`src/rtl/gt_link_pkg.sv`:
```
// Symbols and state encoding shared by the GT TX framer and the future RX deframer.
package gt_link_pkg;

  localparam logic [7:0] K_IDLE     = 8'hBC;
  localparam logic [7:0] K_SOF      = 8'hFB;
  localparam logic [7:0] K_EOF      = 8'hFD;
  localparam logic [3:0] CHARISK_K0 = 4'b0001;

  typedef enum logic [2:0] {
    ST_ALIGN = 3'd0,
    ST_IDLE  = 3'd1,
    ST_SOF   = 3'd2,
    ST_DATA  = 3'd3,
    ST_CSUM  = 3'd4,
    ST_EOF   = 3'd5,
    ST_DROP  = 3'd6
  } framer_state_t;

  function automatic logic [31:0] k_word(input logic [7:0] k);
    return {24'h000000, k};
  endfunction

endpackage

```
`src/rtl/gt_tx_framer.sv`:
```
// Frames a 32-bit valid/ready stream into a K28.5-idled 8b/10b word stream for the GT.
// Define GT_TX_FRAMER_CHECKSUM_EN to append a modulo-2^32 payload sum before EOF.
//
// state | meaning
// ALIGN | post-reset comma preamble
// IDLE  | commas between frames, enforcing the inter-frame gap
// SOF   | start-of-frame marker
// DATA  | payload beats, idle filler when upstream stalls
// CSUM  | checksum word (checksum build only)
// EOF   | end-of-frame marker
// DROP  | discard the tail of a frame cut at MAX_LEN
module gt_tx_framer
  import gt_link_pkg::*;
#(
  parameter int MAX_LEN     = 1024,
  parameter int MIN_IFG     = 4,
  parameter int ALIGN_IDLES = 200
) (
  input  logic        tx_usr_clk,
  input  logic        gt_reset_n,
  input  logic [31:0] s_data,
  input  logic        s_valid,
  input  logic        s_last,
  output logic        s_ready,
  output logic [31:0] tx_data,
  output logic [3:0]  tx_charisk,
  output logic [15:0] frame_cnt,
  output logic        err_overlen,
  output logic        busy
);

  localparam int LEN_W = $clog2(MAX_LEN + 1);
  localparam int GAP_W = $clog2(MIN_IFG + 1);
  // The reset word and the idles leaving IDLE and SOF also count toward the preamble.
  localparam int ALIGN_LOAD = (ALIGN_IDLES > 3) ? ALIGN_IDLES - 3 : 0;
  localparam int ALIGN_W    = (ALIGN_LOAD > 0) ? $clog2(ALIGN_LOAD + 1) : 1;

  localparam logic [31:0] WORD_IDLE = k_word(K_IDLE);
  localparam logic [31:0] WORD_SOF  = k_word(K_SOF);
  localparam logic [31:0] WORD_EOF  = k_word(K_EOF);

  framer_state_t      state, state_nxt;
  logic [ALIGN_W-1:0] align_cnt;
  logic [GAP_W-1:0]   gap_cnt, gap_seen;
  logic [LEN_W-1:0]   len_cnt;
  logic               truncated;
  logic               accept, beat_last, beat_overlen, gap_met;
  logic [31:0]        tx_data_d;
  logic [3:0]         tx_charisk_d;
  logic [15:0]        frame_cnt_d;
  logic               err_overlen_d;
`ifdef GT_TX_FRAMER_CHECKSUM_EN
  logic [31:0]        csum;
`endif

  assign s_ready      = (state == ST_DATA) || (state == ST_DROP);
  assign accept       = s_ready & s_valid;
  assign beat_last    = accept & s_last;
  assign beat_overlen = (state == ST_DATA) & accept & ~s_last &
                        (len_cnt == LEN_W'(MAX_LEN - 1));
  // gap_seen includes the idle word leaving this cycle.
  assign gap_seen = (gap_cnt == GAP_W'(MIN_IFG)) ? gap_cnt : gap_cnt + GAP_W'(1);
  assign gap_met  = (gap_seen == GAP_W'(MIN_IFG));

  always_ff @(posedge tx_usr_clk or posedge gt_reset_n) begin
    if (gt_reset_n) state <= ST_ALIGN;
    else            state <= state_nxt;
  end

  always_comb begin
    state_nxt = state;
    unique case (state)
      ST_ALIGN: if (align_cnt == '0) state_nxt = ST_IDLE;
      ST_IDLE:  if (s_valid && gap_met) state_nxt = ST_SOF;
      ST_SOF:   state_nxt = ST_DATA;
      ST_DATA: begin
        if (beat_last || beat_overlen) begin
`ifdef GT_TX_FRAMER_CHECKSUM_EN
          state_nxt = ST_CSUM;
`else
          state_nxt = ST_EOF;
`endif
        end
      end
`ifdef GT_TX_FRAMER_CHECKSUM_EN
      ST_CSUM:  state_nxt = ST_EOF;
`endif
      ST_EOF:   state_nxt = truncated ? ST_DROP : ST_IDLE;
      ST_DROP:  if (beat_last) state_nxt = ST_IDLE;
      default:  state_nxt = ST_ALIGN;
    endcase
  end

  always_comb begin
    tx_data_d     = WORD_IDLE;
    tx_charisk_d  = CHARISK_K0;
    frame_cnt_d   = frame_cnt;
    err_overlen_d = beat_overlen;
    unique case (state)
      ST_SOF: tx_data_d = WORD_SOF;
      ST_DATA: begin
        if (accept) begin
          tx_data_d    = s_data;
          tx_charisk_d = 4'b0000;
        end
      end
`ifdef GT_TX_FRAMER_CHECKSUM_EN
      ST_CSUM: begin
        tx_data_d    = csum;
        tx_charisk_d = 4'b0000;
      end
`endif
      ST_EOF: begin
        tx_data_d   = WORD_EOF;
        frame_cnt_d = frame_cnt + 16'd1;
      end
      default: ;
    endcase
  end

  always_ff @(posedge tx_usr_clk or posedge gt_reset_n) begin
    if (gt_reset_n) begin
      tx_data     <= WORD_IDLE;
      tx_charisk  <= CHARISK_K0;
      frame_cnt   <= 16'd0;
      err_overlen <= 1'b0;
      busy        <= 1'b1;
    end else begin
      tx_data     <= tx_data_d;
      tx_charisk  <= tx_charisk_d;
      frame_cnt   <= frame_cnt_d;
      err_overlen <= err_overlen_d;
      busy        <= (state_nxt != ST_IDLE);
    end
  end

  always_ff @(posedge tx_usr_clk or posedge gt_reset_n) begin
    if (gt_reset_n) begin
      align_cnt <= ALIGN_W'(ALIGN_LOAD);
      gap_cnt   <= GAP_W'(MIN_IFG);
      len_cnt   <= '0;
      truncated <= 1'b0;
`ifdef GT_TX_FRAMER_CHECKSUM_EN
      csum      <= 32'd0;
`endif
    end else begin
      if (state == ST_ALIGN && align_cnt != '0) align_cnt <= align_cnt - ALIGN_W'(1);
      unique case (state)
        ST_EOF:           gap_cnt <= '0;
        ST_IDLE, ST_DROP: gap_cnt <= gap_seen;
        default: ;
      endcase
      if (state == ST_SOF) begin
        len_cnt   <= '0;
        truncated <= 1'b0;
`ifdef GT_TX_FRAMER_CHECKSUM_EN
        csum      <= 32'd0;
`endif
      end else if (state == ST_DATA && accept) begin
        len_cnt <= len_cnt + LEN_W'(1);
`ifdef GT_TX_FRAMER_CHECKSUM_EN
        csum    <= csum + s_data;
`endif
      end
      if (beat_overlen) truncated <= 1'b1;
    end
  end

endmodule

```
`config.mk`:
```
export PLATFORM = sky130hd
export DESIGN_NAME = gt_tx_framer
export DESIGN_NICKNAME = d
export VERILOG_FILES = /design/src/rtl/gt_link_pkg.sv /design/src/rtl/gt_tx_framer.sv
export SDC_FILE = /design/constraint.sdc
export NUM_CORES = 1
export LEC_CHECK = 0
export CORE_MARGIN = 1.5
export CORE_UTILIZATION = 30
export DETAILED_ROUTE_END_ITERATION = 6
export PLACE_DENSITY = 0.52
export SYNTH_ARGS = -nofsm -noshare
export SYNTH_HDL_FRONTEND = slang
export SYNTH_SLANG_ARGS = --single-unit
export TNS_END_PERCENT = 1
```
`constraint.sdc`:
```
create_clock -name tx_usr_clk -period 2.55 [get_ports tx_usr_clk]
set_input_delay 0.255 -clock tx_usr_clk [delete_from_list [all_inputs] [get_ports tx_usr_clk]]
set_output_delay 0.255 -clock tx_usr_clk [all_outputs]
set_load 0.02 [all_outputs]
```
==> flow_metrics.env, run 1 <==
export IMPL_htree_levels=3
export IMPL_ioPinCount=91
export IMPL_avgViaCountPerCell=4.52
export IMPL_clk_pin_slew_worst_paths_ns=0.08
export IMPL_rsz0062_at_grt="no"
export IMPL_grt_max_degree=41
export IMPL_syn_inst=304
export IMPL_rr_endpoint="len_cnt[10]"
export IMPL_ff2ff_setup_slack_ns=0.57
export IMPL_wl_per_cell_microns=12.9
export IMPL_fillers=1077
export IMPL_firstDrtPassIters=4
export IMPL_ff2ff_path_depth=5
export IMPL_max_clock_freq_ghz=0.458
export IMPL_ctsHoldBuffers=0
export IMPL_fin_nets=438
export IMPL_cts_repair_resized=0
export IMPL_synth_edf_count=0
export IMPL_drv_slew=0
export IMPL_r2r_start="state[2]"
export IMPL_wirelength_microns=6990
export IMPL_postRouteAntennaNets=0
export IMPL_setup_viol=0
export IMPL_die_height_microns=109
export IMPL_synthDistinctLibCells=51
export IMPL_ys_seq_area_share_pct=57.5
export IMPL_fin_crit_sh_pct=85.7
export IMPL_clock_sinks=77
export IMPL_outcome="finished clean"
export IMPL_dp_hpwl_microns=5080
export IMPL_critPathLaunchType="flop"
export IMPL_synth_area_leaders="dfrtp_1, dfstp_2, xnor2_1"
export IMPL_synth_area_leader_cell="dfrtp_1"
export IMPL_slew_headroom_pct=59.9
export IMPL_critPathArrivalTime_ns=1.93
export IMPL_worst_slack_ns=0.365
export IMPL_diodes=0
export IMPL_critPathCaptureType="primary output"
export IMPL_postCtsSetupRepairBufs=0
export IMPL_die_w_microns=109
export IMPL_synth_warnings=0
export IMPL_layout_min_cycle_time_ns=2.18
export IMPL_crit_path_max_fanout=19
export IMPL_start_util_pct=31.0
export IMPL_vdd_drop_max_mv=0.264
export IMPL_place_ws_ns=0.448
export IMPL_grt_pass1_wl_microns=11400
export IMPL_drv_cap=0
export IMPL_area_growth_pct=36.1
export IMPL_synth_top_area_share_pct=48.2
export IMPL_vias=2450
export IMPL_cts_tree="yes"
export IMPL_post_dp_cell_area_sq_um=4400
export IMPL_clkLatencyLatePin_ns=0.35
export IMPL_multiInputGateArea_sq_um=1310
export IMPL_die_area_sq_um=11900
export IMPL_ys_ff_latch=77
export IMPL_postSynthAreaPerCell_sq_um=11.1
export IMPL_final_hold_violation_count=0
export IMPL_synthFlopType="dfrtp_1"
export IMPL_grt_pass1_vias=2371
export IMPL_seq_area_sq_um=1940
export IMPL_drtIter0Drc=120
export IMPL_hold_path_class="input port to async pin"
export IMPL_async_flop_share_pct=100
export IMPL_drive_gt1_share_pct=10.7
export IMPL_grt_ovfl_total=0
export IMPL_port_buffers=87
export IMPL_row_count=38
export IMPL_finalSetupTns_ns=0
export IMPL_grt_total_usage_pct=12.5
export IMPL_netlist_area_sq_um=3370
export IMPL_power_leakage_nw=2.02
export IMPL_p_per_area_nw_per_um2=753
export IMPL_gp_congestion=0.777
export IMPL_antenna_found_initial=0
export IMPL_cts_buffers=9
export IMPL_coreArea_sq_um=10900
export IMPL_path_class="flop to primary output"
export IMPL_crit_required_ns=2.30
export IMPL_drc=0
export IMPL_fin_skew_ns=0.0112
export IMPL_fin_hold_ws_ns=0.306
export IMPL_stdcell_area_sq_um=4590
export IMPL_cts_root_buf="clkbuf_8"
export IMPL_clockBufferDepth=2
export IMPL_worst_pin_slew_ns=0.602
-- state kept, by name (all words and copies together), names as in the netlist --
| signal | cells |
|---|---|
| frame_cnt | 16 |
| err_overlen | 1 |
| gap_cnt | 3 |
| state | 3 |
| tx_charisk | 1 |
| align_cnt | 8 |
| tx_data | 32 |
| truncated | 1 |
| len_cnt | 11 |
| busy | 1 |
-- metal layers --
metal  GRT usage, %  share of wire, %  vias to the layer above
li1               -                 -                     1200
met4           5.08               1.7                        0
met2           20.4                47                       56
met1           15.7                45                     1182
met5              0                 0                        -
met3           3.17               6.0                       12
-- logic make-up (layout without fill, tap and decap cells) --
| group | count (synthesis) | count (layout) | share of synthesized area [%] |
|---|---|---|---|
| compound gates | 31 | 31 | 6.16 |
| xor+xnor | 31 | 31 | 8.05 |
| fa+ha+maj | 5 | 5 | 1.85 |
| buf+inv | 24 | 120 | 3.82 |
| flops | 77 | 77 | 57.5 |
| mux | 2 | 2 | 0.630 |
| other cells | 1 | 3 | 0.111 |
| simple gates | 133 | 133 | 21.8 |
-- synth_stat cells (2+ instances only) --
| library cell | count |
|---|---|
| nor3_1 | 5 |
| a22oi_1 | 3 |
| or2_2 | 3 |
| ha_1 | 5 |
| nand3_1 | 12 |
| nand2_1 | 28 |
| xnor2_1 | 24 |
| o21ai_0 | 6 |
| buf_6 | 3 |
| inv_1 | 9 |
| buf_4 | 3 |
| nand4_1 | 7 |
| nor2_1 | 19 |
| clkbuf_1 | 6 |
| a21oi_1 | 7 |
| nor4_1 | 4 |
| buf_2 | 2 |
| nor2b_1 | 5 |
| nand2b_1 | 8 |
| dfstp_2 | 12 |
| o211ai_1 | 2 |
| a21o_1 | 2 |
| xor2_1 | 7 |
| and2_1 | 28 |
| nand3b_1 | 3 |
| dfrtp_1 | 65 |
| and3_1 | 2 |
-- cell usage in the layout (no fill, tap or decap), drive strengths merged, types with 2 or more instances in the layout --
cell type       n
dfstp          12
a21oi           7
ha              5
nor2           19
dfrtp          65
a22oi           3
and2           28
xor2            7
or2             3
xnor2          24
o211ai          2
nand4           7
and3            2
nor4            5
buf             7
clkinv          3
o21ai           7
nor2b           5
nand3          12
clkbuf         10
clkdlybuf4s50  87
nand2          28
nor3            5
inv            11
a21o            2
nand3b          3
conb            3
nand2b          8
-- final cells by class --
class	count	share of cell area, %
inverters	10	0.872
clock inverters	6	1.33
clock buffers	10	2.78
well taps	140	3.81
flip-flops and latches	77	42.3
multi-input cells	205	28.5
repair buffers	94	20.4
-- worst max-delay path, stage by stage, from the launching register on --
cell	delay [ns]
dfrtp_1	0.73
xnor2_1	0.14
nor2_1	0.11
clkdlybuf4s50_1	0.60
-- report_power, final --
part	switching, mW	leakage [nW]	internal, mW
registers	0.152	1.02	1.40
logic	0.510	0.904	0.496
clock network	0.445	0.0964	0.451
-- worst max path at each step --
stage / start / slack (ns) / to
6_report: state[2] / 0.37 / s_ready
5_1_grt: state[2] / 0.24 / s_ready
4_1_cts: state[2] / 0.36 / s_ready
3_5_place_dp: s_valid / 0.45 / len_cnt[10]
3_3_place_gp: s_valid / 0.46 / len_cnt[10]
2_1_floorplan: gt_reset_n / 0.35 / align_cnt[1]
-- through the flow --
| stage | total power [mW] | std cells | util, % |
|---|---|---|---|
| after global placement | 2.58 | 526 | 40.5 |
| after global routing | 3.68 | 542 | 42.2 |
| final | 3.46 | 542 | 42.2 |
| after detailed placement | 2.60 | 526 | 40.5 |
| after floorplan | 2.19 | 306 | - |
| after CTS | 3.51 | 542 | 42.2 |
No activity file was read; power rests on OpenSTA's default activity.
==> run 2, diff against run 1 <==
--- a/config.mk
+++ b/config.mk
@@ -5,6 +5,7 @@
 export SDC_FILE = /design/constraint.sdc
 export NUM_CORES = 1
 export LEC_CHECK = 0
+export CORE_ASPECT_RATIO = 0.6
 export CORE_MARGIN = 1.5
 export CORE_UTILIZATION = 30
 export DETAILED_ROUTE_END_ITERATION = 6
==> flow_metrics.env, run 2 (synthesized netlist as in run 1, its figures left out) <==
export IMPL_drtIter0Drc=161
export IMPL_final_hold_violation_count=0
export IMPL_die_height_microns=85.2
export IMPL_crit_chain="xnor2_1 > nor2_1 > clkdlybuf4s50_1"
export IMPL_failed_checks="DRC"
export IMPL_antenna_found_initial=0
export IMPL_ioPinCount=91
export IMPL_critPathCaptureType="primary output"
export IMPL_path_class="flop to primary output"
export IMPL_avgViaCountPerCell=4.51
export IMPL_post_place_cells=524
export IMPL_cts_buffers=9
export IMPL_drive_gt1_share_pct=10.5
export IMPL_drv_slew=0
export IMPL_largest_reg_flops=32
export IMPL_worst_slack_ns=0.425
export IMPL_seq_area_sq_um=1940
export IMPL_place_ws_ns=0.494
export IMPL_final_common_cell="clkdlybuf4s50_1"
export IMPL_grt_total_usage_pct=14.2
export IMPL_route_met2_wl_microns=2990
export IMPL_dp_hpwl_microns=5590
export IMPL_wl_per_cell_microns=14.2
export IMPL_grt_pass1_wl_microns=12800
export IMPL_max_clock_freq_ghz=0.471
export IMPL_critical_path_max_stage_delay_ns=0.70
export IMPL_clkLatencyLatePin_ns=0.33
export IMPL_fin_cells=540
export IMPL_layout_common_cells="clkdlybuf4s50_1, dfrtp_1, nand2_1, and2_1, xnor2_1"
export IMPL_diodes=0
export IMPL_slew_headroom_pct=59.8
export IMPL_clockBufferDepth=2
export IMPL_route_top_layer_used="met4"
export IMPL_start_util_pct=31.4
export IMPL_largest_register="tx_data"
export IMPL_postCtsSetupRepairBufs=0
export IMPL_critPathArrivalTime_ns=1.87
export IMPL_gp_congestion=0.786
export IMPL_largestRegisters="tx_data (32), frame_cnt (16), len_cnt (11)"
export IMPL_die_w_microns=140
export IMPL_critPathLaunchType="flop"
export IMPL_crit_required_ns=2.30
export IMPL_outcome="complete, but fails checks"
export IMPL_hold_path_class="input port to async pin"
export IMPL_power_leakage_nw=2.08
export IMPL_die_area_sq_um=11900
export IMPL_vias=2437
export IMPL_crit_path_max_fanout=17
export IMPL_port_buffers=87
export IMPL_post_route_util_pct=44.2
export IMPL_drc=7
export IMPL_wl_met3_microns=479
export IMPL_postRouteAntennaNets=0
export IMPL_fin_nets=437
export IMPL_wirelength_microns=7660
export IMPL_cts_tree="yes"
export IMPL_grt_pass1_vias=2347
export IMPL_row_count=29
export IMPL_area_growth_pct=40.7
export IMPL_multiInputGateArea_sq_um=1310
export IMPL_firstDrtPassIters=7
export IMPL_fin_skew_ns=0.00362
export IMPL_grt_max_degree=37
export IMPL_clock_sinks=77
export IMPL_fillers=1014
export IMPL_ctsHoldBuffers=0
export IMPL_p_per_area_nw_per_um2=849
export IMPL_rsz0062_at_grt="no"
export IMPL_fin_crit_sh_pct=83.3
export IMPL_layout_min_cycle_time_ns=2.12
export IMPL_finalSetupTns_ns=0
export IMPL_coreArea_sq_um=10700
export IMPL_cts_root_buf="clkbuf_16"
export IMPL_htree_levels=3
export IMPL_clk_pin_slew_worst_paths_ns=0.06
export IMPL_grt_ovfl_total=0
export IMPL_crit_slowest_cell="dfrtp_1"
export IMPL_drv_cap=0
export IMPL_setup_viol=0
export IMPL_cts_repair_resized=0
export IMPL_worst_pin_slew_ns=0.598
export IMPL_vdd_drop_max_mv=0.463
export IMPL_drt_met1_wl_microns=4120
run 2: area by class of cell:
class	instances	area share, %
Clock buffer	10	4.82
Clock inverter	6	2.35
Inverter	10	0.843
Multi-Input combinational cell	205	27.6
Sequential cell	77	40.9
Tap cell	139	3.66
Timing Repair Buffer	93	19.8
run 2: path summary, 6_finish.rpt:
| kind | from | end | slack (ns) | depth (start not counted) |
|---|---|---|---|---|
| worst max-delay path | state[0] | s_ready | 0.43 | 3 |
| worst min-delay path | gt_reset_n | tx_data[13] | 0.29 | 2 |
| worst max register to register | state[0] | state[1] | 0.57 | 5 |
| worst min register to register | align_cnt[6] | align_cnt[6] | 0.49 | 1 |
| max in group asynchronous | gt_reset_n | tx_charisk[0] | 1.63 | 3 |
| min in group tx_usr_clk | s_data[5] | tx_data[5] | 0.45 | 2 |
run 2: layer usage:
metal	vias to the layer above	track usage, %
met5	-	0
met4	0	4.31
met3	7	5.47
met2	62	18.6
met1	1164	21.3
li1	1204	-
run 2: worst max-delay path, delay by kind of cell, from the launching register on:
| family | cells | cell delay (ns) |
|---|---|---|
| xor gates and xnor gates | 1 | 0.12 |
| buffers and inverters | 1 | 0.61 |
| and+or+nand+nor | 1 | 0.10 |
| DFF | 1 | 0.70 |
run 2: metrics by stage:
stage	hold WS, ns	cell area, sq um	power [mW]
after CTS	0.306	4750	4.09
after detailed placement	0.477	4410	2.60
after global placement	0.464	4410	2.59
after global routing	0.337	4750	4.26
after floorplan	0.365	3380	2.19
final	0.292	4750	4.03
run 2: power breakdown:
group / switching, mW / internal (mW)
combinational: 0.506 / 0.491
clock: 0.495 / 0.956
sequential: 0.179 / 1.40
==> run 3, diff against run 2 <==
==> constraint.sdc (replaced) <==
create_clock -name tx_usr_clk -period 2.1 [get_ports tx_usr_clk]
set_input_delay 0.21 -clock tx_usr_clk [delete_from_list [all_inputs] [get_ports tx_usr_clk]]
set_output_delay 0.21 -clock tx_usr_clk [all_outputs]
set_load 0.02 [all_outputs]
==> flow_metrics.env, run 3 (synthesized netlist as in run 1, its figures left out) <==
export IMPL_drive_gt1_share_pct=11.4
export IMPL_area_growth_pct=39.5
export IMPL_die_area_sq_um=11900
export IMPL_start_util_pct=31.4
export IMPL_fin_nets=440
export IMPL_drc=10
export IMPL_critical_path_max_stage_delay_ns=0.47
export IMPL_hold_path_class="input port to async pin"
export IMPL_vias=2421
export IMPL_layout_common_cells="clkdlybuf4s50_1, dfrtp_1, nand2_1, and2_1, xnor2_1"
export IMPL_diodes=0
export IMPL_r2r_start="gap_cnt[0]"
export IMPL_cts_tree="yes"
export IMPL_worst_path_most_repeated_cell="o211ai_1"
export IMPL_grt_ovfl_total=0
export IMPL_cp_startpoint="gap_cnt[0]"
export IMPL_ioPinCount=91
export IMPL_grt_pass1_wl_microns=12700
export IMPL_grt_max_degree=78
export IMPL_fin_hold_ws_ns=0.341
export IMPL_finalSetupTns_ns=0
export IMPL_crit_slowest_cell="a311oi_1"
export IMPL_postRouteAntennaNets=0
export IMPL_clkLatencyLatePin_ns=0.33
export IMPL_final_common_cell="clkdlybuf4s50_1"
export IMPL_failed_checks="DRC"
export IMPL_power_mw=4.62
export IMPL_fin_skew_ns=0.00431
export IMPL_largest_reg_flops=32
export IMPL_drv_cap=0
export IMPL_port_buffers=87
export IMPL_critPathArrivalTime_ns=2.06
export IMPL_critPathLaunchType="flop"
export IMPL_row_count=29
export IMPL_antenna_found_initial=0
export IMPL_ctsHoldBuffers=0
export IMPL_clock_sinks=77
export IMPL_wl_per_cell_microns=14.2
export IMPL_vdd_drop_max_mv=0.467
export IMPL_grt_total_usage_pct=13.9
export IMPL_avgViaCountPerCell=4.46
export IMPL_htree_levels=3
export IMPL_largestRegisters="tx_data (32), frame_cnt (16), len_cnt (11)"
export IMPL_max_clock_freq_ghz=0.550
export IMPL_critPathCaptureType="flop"
export IMPL_crit_path_max_fanout=7
export IMPL_layout_min_cycle_time_ns=1.82
export IMPL_wirelength_microns=7710
export IMPL_drv_slew=0
export IMPL_crit_required_ns=2.34
export IMPL_largest_register="tx_data"
export IMPL_clk_pin_slew_worst_paths_ns=0.06
export IMPL_path_class="flop to flop"
export IMPL_fin_crit_sh_pct=86.6
export IMPL_firstDrtPassIters=7
export IMPL_grt_pass1_vias=2319
export IMPL_final_hold_violation_count=0
export IMPL_cts_buffers=9
export IMPL_post_place_cells=527
export IMPL_die_height_microns=85.2
export IMPL_fin_cells=543
export IMPL_cts_root_buf="clkbuf_16"
export IMPL_power_leakage_nw=2.07
export IMPL_clockBufferDepth=2
export IMPL_gp_congestion=0.738
export IMPL_outcome="complete, but fails checks"
export IMPL_fillers=1013
export IMPL_rsz0062_at_grt="no"
export IMPL_p_per_area_nw_per_um2=981
export IMPL_dp_hpwl_microns=5520
export IMPL_post_route_util_pct=43.8
export IMPL_setup_viol=0
export IMPL_crit_chain="inv_1 > ha_1 > nand4bb_1 > o211ai_1 > a311oi_1 > o211ai_1"
export IMPL_coreArea_sq_um=10700
export IMPL_die_w_microns=140
export IMPL_drtIter0Drc=114
-- run 3: metrics by stage --
stage	area (sq um)	setup WS, ns
2_1_floorplan	3390	0.451
3_3_place_gp	4420	0.154
3_5_place_dp	4420	0.0975
4_1_cts	4710	0.275
5_1_grt	4710	0.154
6_report	4710	0.282
-- run 3: where the power goes --
| part | total [mW] | internal (mW) | switching (mW) |
|---|---|---|---|
| clock | 1.47 | 0.840 | 0.626 |
| combinational | 1.26 | 0.608 | 0.654 |
| sequential | 1.89 | 1.71 | 0.181 |
-- run 3: layout make-up --
type	count	area, sq um	area share (%)
Sequential cell	77	1940	41.3
Multi-Input combinational cell	205	1310	27.9
Timing Repair Buffer	96	950	20.2
Clock buffer	10	239	5.08
Tap cell	139	174	3.70
Clock inverter	6	46.3	0.984
Inverter	10	43.8	0.931
-- run 3: final timing paths --
kind                            cells after the start             to  slack (ns)
max in group asynchronous                           3     tx_data[2]        1.40
worst max-delay path                                6           busy        0.28
worst min register to register                      1  frame_cnt[15]        0.48
worst max register to register                      6           busy        0.28
worst min-delay path                                3    tx_data[29]        0.34
min in group tx_usr_clk                             2     tx_data[7]        0.40
-- run 3: critical path, delay by kind of cell, from the launching register on --
kind	cells	cell delay, ns
buf+inv	1	0.11
flops	1	0.45
simple gates	1	0.15
compound gates	3	0.76
fa+ha+maj	1	0.25
-- run 3: timing repair --
item,CTS,global route
resized for setup,1,0
endpoints found under the hold margin,0,0
setup endpoints to repair,1,0
buffers inserted,0,0
-- run 3: metal layers --
metal | global-route usage [%] | part of all wire, % | vias up
met5 | 0 | 0 | -
met4 | 4.59 | 0.92 | 0
met3 | 4.23 | 5.6 | 6
met2 | 17.7 | 38 | 68
met1 | 21.8 | 56 | 1145
li1 | - | - | 1202
